**src/rtl/pipe_stall_ctrl.sv**
```systemverilog
// rtl/pipe_stall_ctrl.sv - pipeline stall merge, multi-cycle EX sequencer, stall-cycle counter
module pipe_stall_ctrl #(
    parameter int MC_W  = 6,
    parameter int CNT_W = 32
) (
    input  logic             clk,
    input  logic             rst,
    input  logic             stallreq_id,
    input  logic             stallreq_mem,
    input  logic             ex_mc_start,
    input  logic [MC_W-1:0]  ex_mc_cycles,
    input  logic             flush,
    output logic [5:0]       stall,
    output logic             ex_mc_busy,
    output logic             ex_mc_done,
    output logic [CNT_W-1:0] stall_cycles
);

    typedef enum logic [1:0] {
        S_IDLE = 2'd0,
        S_BUSY = 2'd1,
        S_DONE = 2'd2
    } state_t;

    state_t          state;
    state_t          state_next;
    logic [MC_W-1:0] cnt;
    logic [MC_W-1:0] cnt_next;
    logic            ex_req;

    always_ff @(posedge clk) begin
        if (rst) begin
            state <= S_IDLE;
            cnt   <= '0;
        end else begin
            state <= state_next;
            cnt   <= cnt_next;
        end
    end

    // The IDLE cycle that accepts the op is the first stall cycle, so BUSY only needs N-1 more.
    always_comb begin
        state_next = state;
        cnt_next   = cnt;
        if (flush) begin
            state_next = S_IDLE;
            cnt_next   = '0;
        end else begin
            case (state)
                S_IDLE: begin
                    if (ex_mc_start) begin
                        if (ex_mc_cycles >= MC_W'(2)) begin
                            state_next = S_BUSY;
                            cnt_next   = ex_mc_cycles - MC_W'(1);
                        end else if (ex_mc_cycles == MC_W'(1)) begin
                            state_next = S_DONE;
                        end
                    end
                end
                S_BUSY: begin
                    cnt_next = cnt - MC_W'(1);
                    if (cnt == MC_W'(1)) begin
                        state_next = S_DONE;
                    end
                end
                S_DONE: begin
                    // Hold the EX result while MEM is still waiting.
                    if (!stallreq_mem) begin
                        state_next = S_IDLE;
                    end
                end
                default: begin
                    state_next = S_IDLE;
                    cnt_next   = '0;
                end
            endcase
        end
    end

    always_comb begin
        ex_mc_busy = (state == S_BUSY);
        ex_mc_done = (state == S_DONE);
        ex_req     = (state == S_BUSY) ||
                     ((state == S_IDLE) && ex_mc_start && (ex_mc_cycles != '0));
    end

    always_comb begin
        stall = 6'b000000;
        if (rst || flush) begin
            stall = 6'b000000;
        end else if (stallreq_mem) begin
            stall = 6'b011111;
        end else if (ex_req) begin
            stall = 6'b001111;
        end else if (stallreq_id) begin
            stall = 6'b000111;
        end
    end

    always_ff @(posedge clk) begin
        if (rst) begin
            stall_cycles <= '0;
        end else if (stall[0]) begin
            stall_cycles <= stall_cycles + CNT_W'(1);
        end
    end

endmodule

```
**config.mk**
```make
export PLATFORM = sky130hd
export DESIGN_NAME = pipe_stall_ctrl
export DESIGN_NICKNAME = d
export VERILOG_FILES = /design/src/rtl/pipe_stall_ctrl.sv
export SDC_FILE = /design/constraint.sdc
export NUM_CORES = 1
export LEC_CHECK = 0
export ABC_AREA = 1
export CAP_MARGIN = 20
export CORE_AREA = 10 10 87 89
export CTS_CLUSTER_SIZE = 25
export DETAILED_ROUTE_END_ITERATION = 8
export DIE_AREA = 0 0 97 99
export PLACE_DENSITY = 0.76
export REMOVE_ABC_BUFFERS = 1
export SKIP_CTS_REPAIR_TIMING = 1
export SLEW_MARGIN = 0
export SYNTH_ARGS = -nofsm -noshare
export SYNTH_HDL_FRONTEND = slang
export SYNTH_SLANG_ARGS = --single-unit
```
**constraint.sdc**
```tcl
create_clock -name clk -period 2.1 [get_ports clk]
set_clock_uncertainty 0.15 [all_clocks]
set_input_delay 0.315 -clock clk [delete_from_list [all_inputs] [get_ports clk]]
set_output_delay 0.315 -clock clk [all_outputs]
set_load 0.1 [all_outputs]
```
==> metrics.md, run 1 <==
| Metric | Value |
|---|---|
| Outcome | complete, no violations |
| Placed Area | 3521 um^2 |
| I/O Pins | 52 |
| RD Place Congestion | 0.8984 |
| CP max FO | 6 |
| Most frequent cells in the layout | 133 x nand2_1, 78 x nor2_1, 46 x buf_4, 41 x nand3_1 |
| Critical path arrival | 1.56 ns |
| Yosys reg bits | 40 |
| Post-DRT Antenna Nets | 0 |
| Synth area leaders | dfxtp_1 28%, nand2_1 17%, nor2_1 10% |
| Maximum clock rate | 494.9 MHz |
| Yosys warning total | 0 |
| Final Core Density | 62.34% |
| TritonCTS clock tree | built |
| # setup viols final | 0 |
| Die area | 9603 um^2 |
| Area Overhead vs Synth | 26.74% |
| Syn_area_per_cell | 6.311 um^2 |
| Crit. End Element | output port |
| Clk pin slew, worst setup/hold paths | 0.08 ns |
| Top-area cell type share of the netlist area | 27.83% |
| Site Rows | 28 |
| Die height | 99 um |
| Pleak | 0.001526 uW |
| Worst-Margin Slew | 0.7583 ns |
| Fin area | 3647 um^2 |
| Drt first pass iters | 4 |
| WL final | 7.806 mm |
| Commonest non-fill, non-tap cell in the layout | nand2_1 |
| Maximum clock insertion buffer count | 2 |
| Power Total | 1837 uW |
| Initial antenna violation count | 0 |
| Port-buffer cells | 50 |
| Synthesized cell area | 2878 um^2 |
| N_diodes | 0 |
| Initial DRC count | 146 |
| Critical path type | in -> out |
| Max Cap Violations | 0 |
| Root buffer cell | clkbuf_8 |
| H-Tree Depth | 2 |
| Worst setup margin | 0.07946 ns |
| Slew HR | 49.39% |
| Share of layout cells above drive strength 1 | 21.24% |
| DRC | 0 |
| Skew-Pair Late Insertion Delay | 0.31 ns |
| Area leader, netlist | dfxtp_1 |
| Peak VDD IR | 0.5088 mV |
| Grt ovf | 0 |
| Unrepaired setup endpoints after global routing | false |
| Gr usage total | 15.06% |
| CTS buffer count | 5 |
| Worst path required time | 1.63 ns |
| Setup WS pre-CTS | -0.06113 ns |
| Hold Crit Class | in -> reg |
| Number of global-route vias before repair | 2755 |
| Final Max Tran Viols | 0 |
| Final Critical Period | 2.021 ns |
| Nets@finish | 536 |
| Crit path launch type | primary input |
| DP HPWL | 6.054 mm |
| Final Hold Fails | 0 |
| Die width | 97 um |
| Vias | 3079 |
| Tcrit/Tclk final | 96.22% |
| Synth cell types | 33 |
| Pwr Density | 503.7 nW/um^2 |
| Setup TNS | 0 ns |
| Wire length per cell | 13.16 um |
| Clock Sinks | 40 |
| Register area share after synthesis | 27.83% |
| Post-Synthesis Cells | 456 |
| Core area | 5851 um^2 |
| Pin count of the biggest net entering global routing | 38 |
| Initial Util | 49.19% |
| First-pass GRT wire length | 12.57 mm |
| Vias per cell | 5.192 |
| Fill cells | 527 |
critical path: stages:
cell             delay, ns
clkdlybuf4s50_1       0.51
nor2_4                0.14
nand3_1               0.10
nand2_1               0.08
nand2_2               0.06
nand2_4               0.09
nand2_8               0.08
buf_12                0.18
sequential cells by signal (all words and copies together), names as in the netlist:
register and cells:
stall_cycles 32, cnt 6, state 2
metal layers:
layer  track usage [%]  part of all wire [%]  up-vias
li1                  -                     -     1566
met1             17.89                    44     1399
met2             25.87                    47       99
met3             4.679                   7.6       15
met4             3.405                   1.5        0
met5                 0                     0        -
where the power goes:
part           switching (uW)  internal, uW  total (uW)
combinational             265           143         407
sequential               11.7           771         783
clock                     295           352         647
area by class of cell:
| class | instances | area [um^2] | share of cell area, % |
|---|---|---|---|
| Multi-Input combinational cell | 356 | 1788 | 49.02 |
| Inverter | 46 | 172.7 | 4.734 |
| Tap cell | 75 | 93.84 | 2.573 |
| Clock buffer | 5 | 68.82 | 1.887 |
| Clock inverter | 3 | 42.54 | 1.166 |
| Sequential cell | 40 | 800.8 | 21.96 |
| Timing Repair Buffer | 68 | 680.7 | 18.66 |
cell families after synthesis:
| logic type | share of synthesized area (%) |
|---|---|
| compound gates | 8.348 |
| other cells | 0.1303 |
| fa+ha+maj | 3.043 |
| simple gates | 49.30 |
| flops | 27.83 |
| xor+xnor | 1.218 |
| buf+inv | 10.13 |
final timing paths:
path	startpoint	end	slack, ns	cells past startpoint
setup / recovery	ex_mc_cycles[2]	stall[2]	0.08	8
hold reg to reg	stall_cycles[31]	stall_cycles[31]	0.38	2
hold / removal	ex_mc_cycles[0]	cnt[0]	0.36	5
setup reg to reg	stall_cycles[0]	stall_cycles[22]	0.31	8
cells in the mapped netlist:
| master | number |
|---|---|
| buf_4 | 4 |
| clkinv_1 | 3 |
| xor2_1 | 2 |
| nand4_1 | 3 |
| o21ai_1 | 2 |
| nand3b_2 | 1 |
| a21oi_1 | 36 |
| buf_8 | 1 |
| a21oi_2 | 1 |
| nor2_1 | 79 |
| nand2_4 | 3 |
| conb_1 | 1 |
| nand2_8 | 1 |
| nand2_2 | 5 |
| o22ai_1 | 3 |
| nand3_1 | 41 |
| dfxtp_1 | 40 |
| nor3b_2 | 1 |
| nand3_2 | 12 |
| nor2_8 | 1 |
| a21o_1 | 1 |
| ha_1 | 7 |
| xnor2_1 | 2 |
| inv_1 | 40 |
| nor2_4 | 8 |
| buf_2 | 2 |
| nand2_1 | 133 |
| buf_6 | 5 |
| clkbuf_1 | 2 |
| inv_2 | 3 |
| nor2_2 | 8 |
| o21ai_0 | 3 |
| nor3_1 | 2 |
per-stage QoR:
step / hold WS (ns) / std cells
after CTS: 0.3800 / 592
after floorplan: 0.2274 / 442
after global placement: 0.3446 / 584
after detailed placement: 0.3699 / 584
after global routing: 0.4036 / 593
final: 0.3564 / 593
Note: power is estimated with default switching activity, not from simulation.
==> run 2: changes to the inputs <==
--- a/config.mk
+++ b/config.mk
@@ -8,6 +8,7 @@
 export ABC_AREA = 1
 export CAP_MARGIN = 20
 export CORE_AREA = 10 10 87 89
+export CTS_BUF_LIST = sky130_fd_sc_hd__clkbuf_4 sky130_fd_sc_hd__clkbuf_8 sky130_fd_sc_hd__clkbuf_16
 export CTS_CLUSTER_SIZE = 25
 export DETAILED_ROUTE_END_ITERATION = 8
 export DIE_AREA = 0 0 97 99
==> results of run 2 <==
No change in the layout: final DEF, timing and power equal those of run 1.
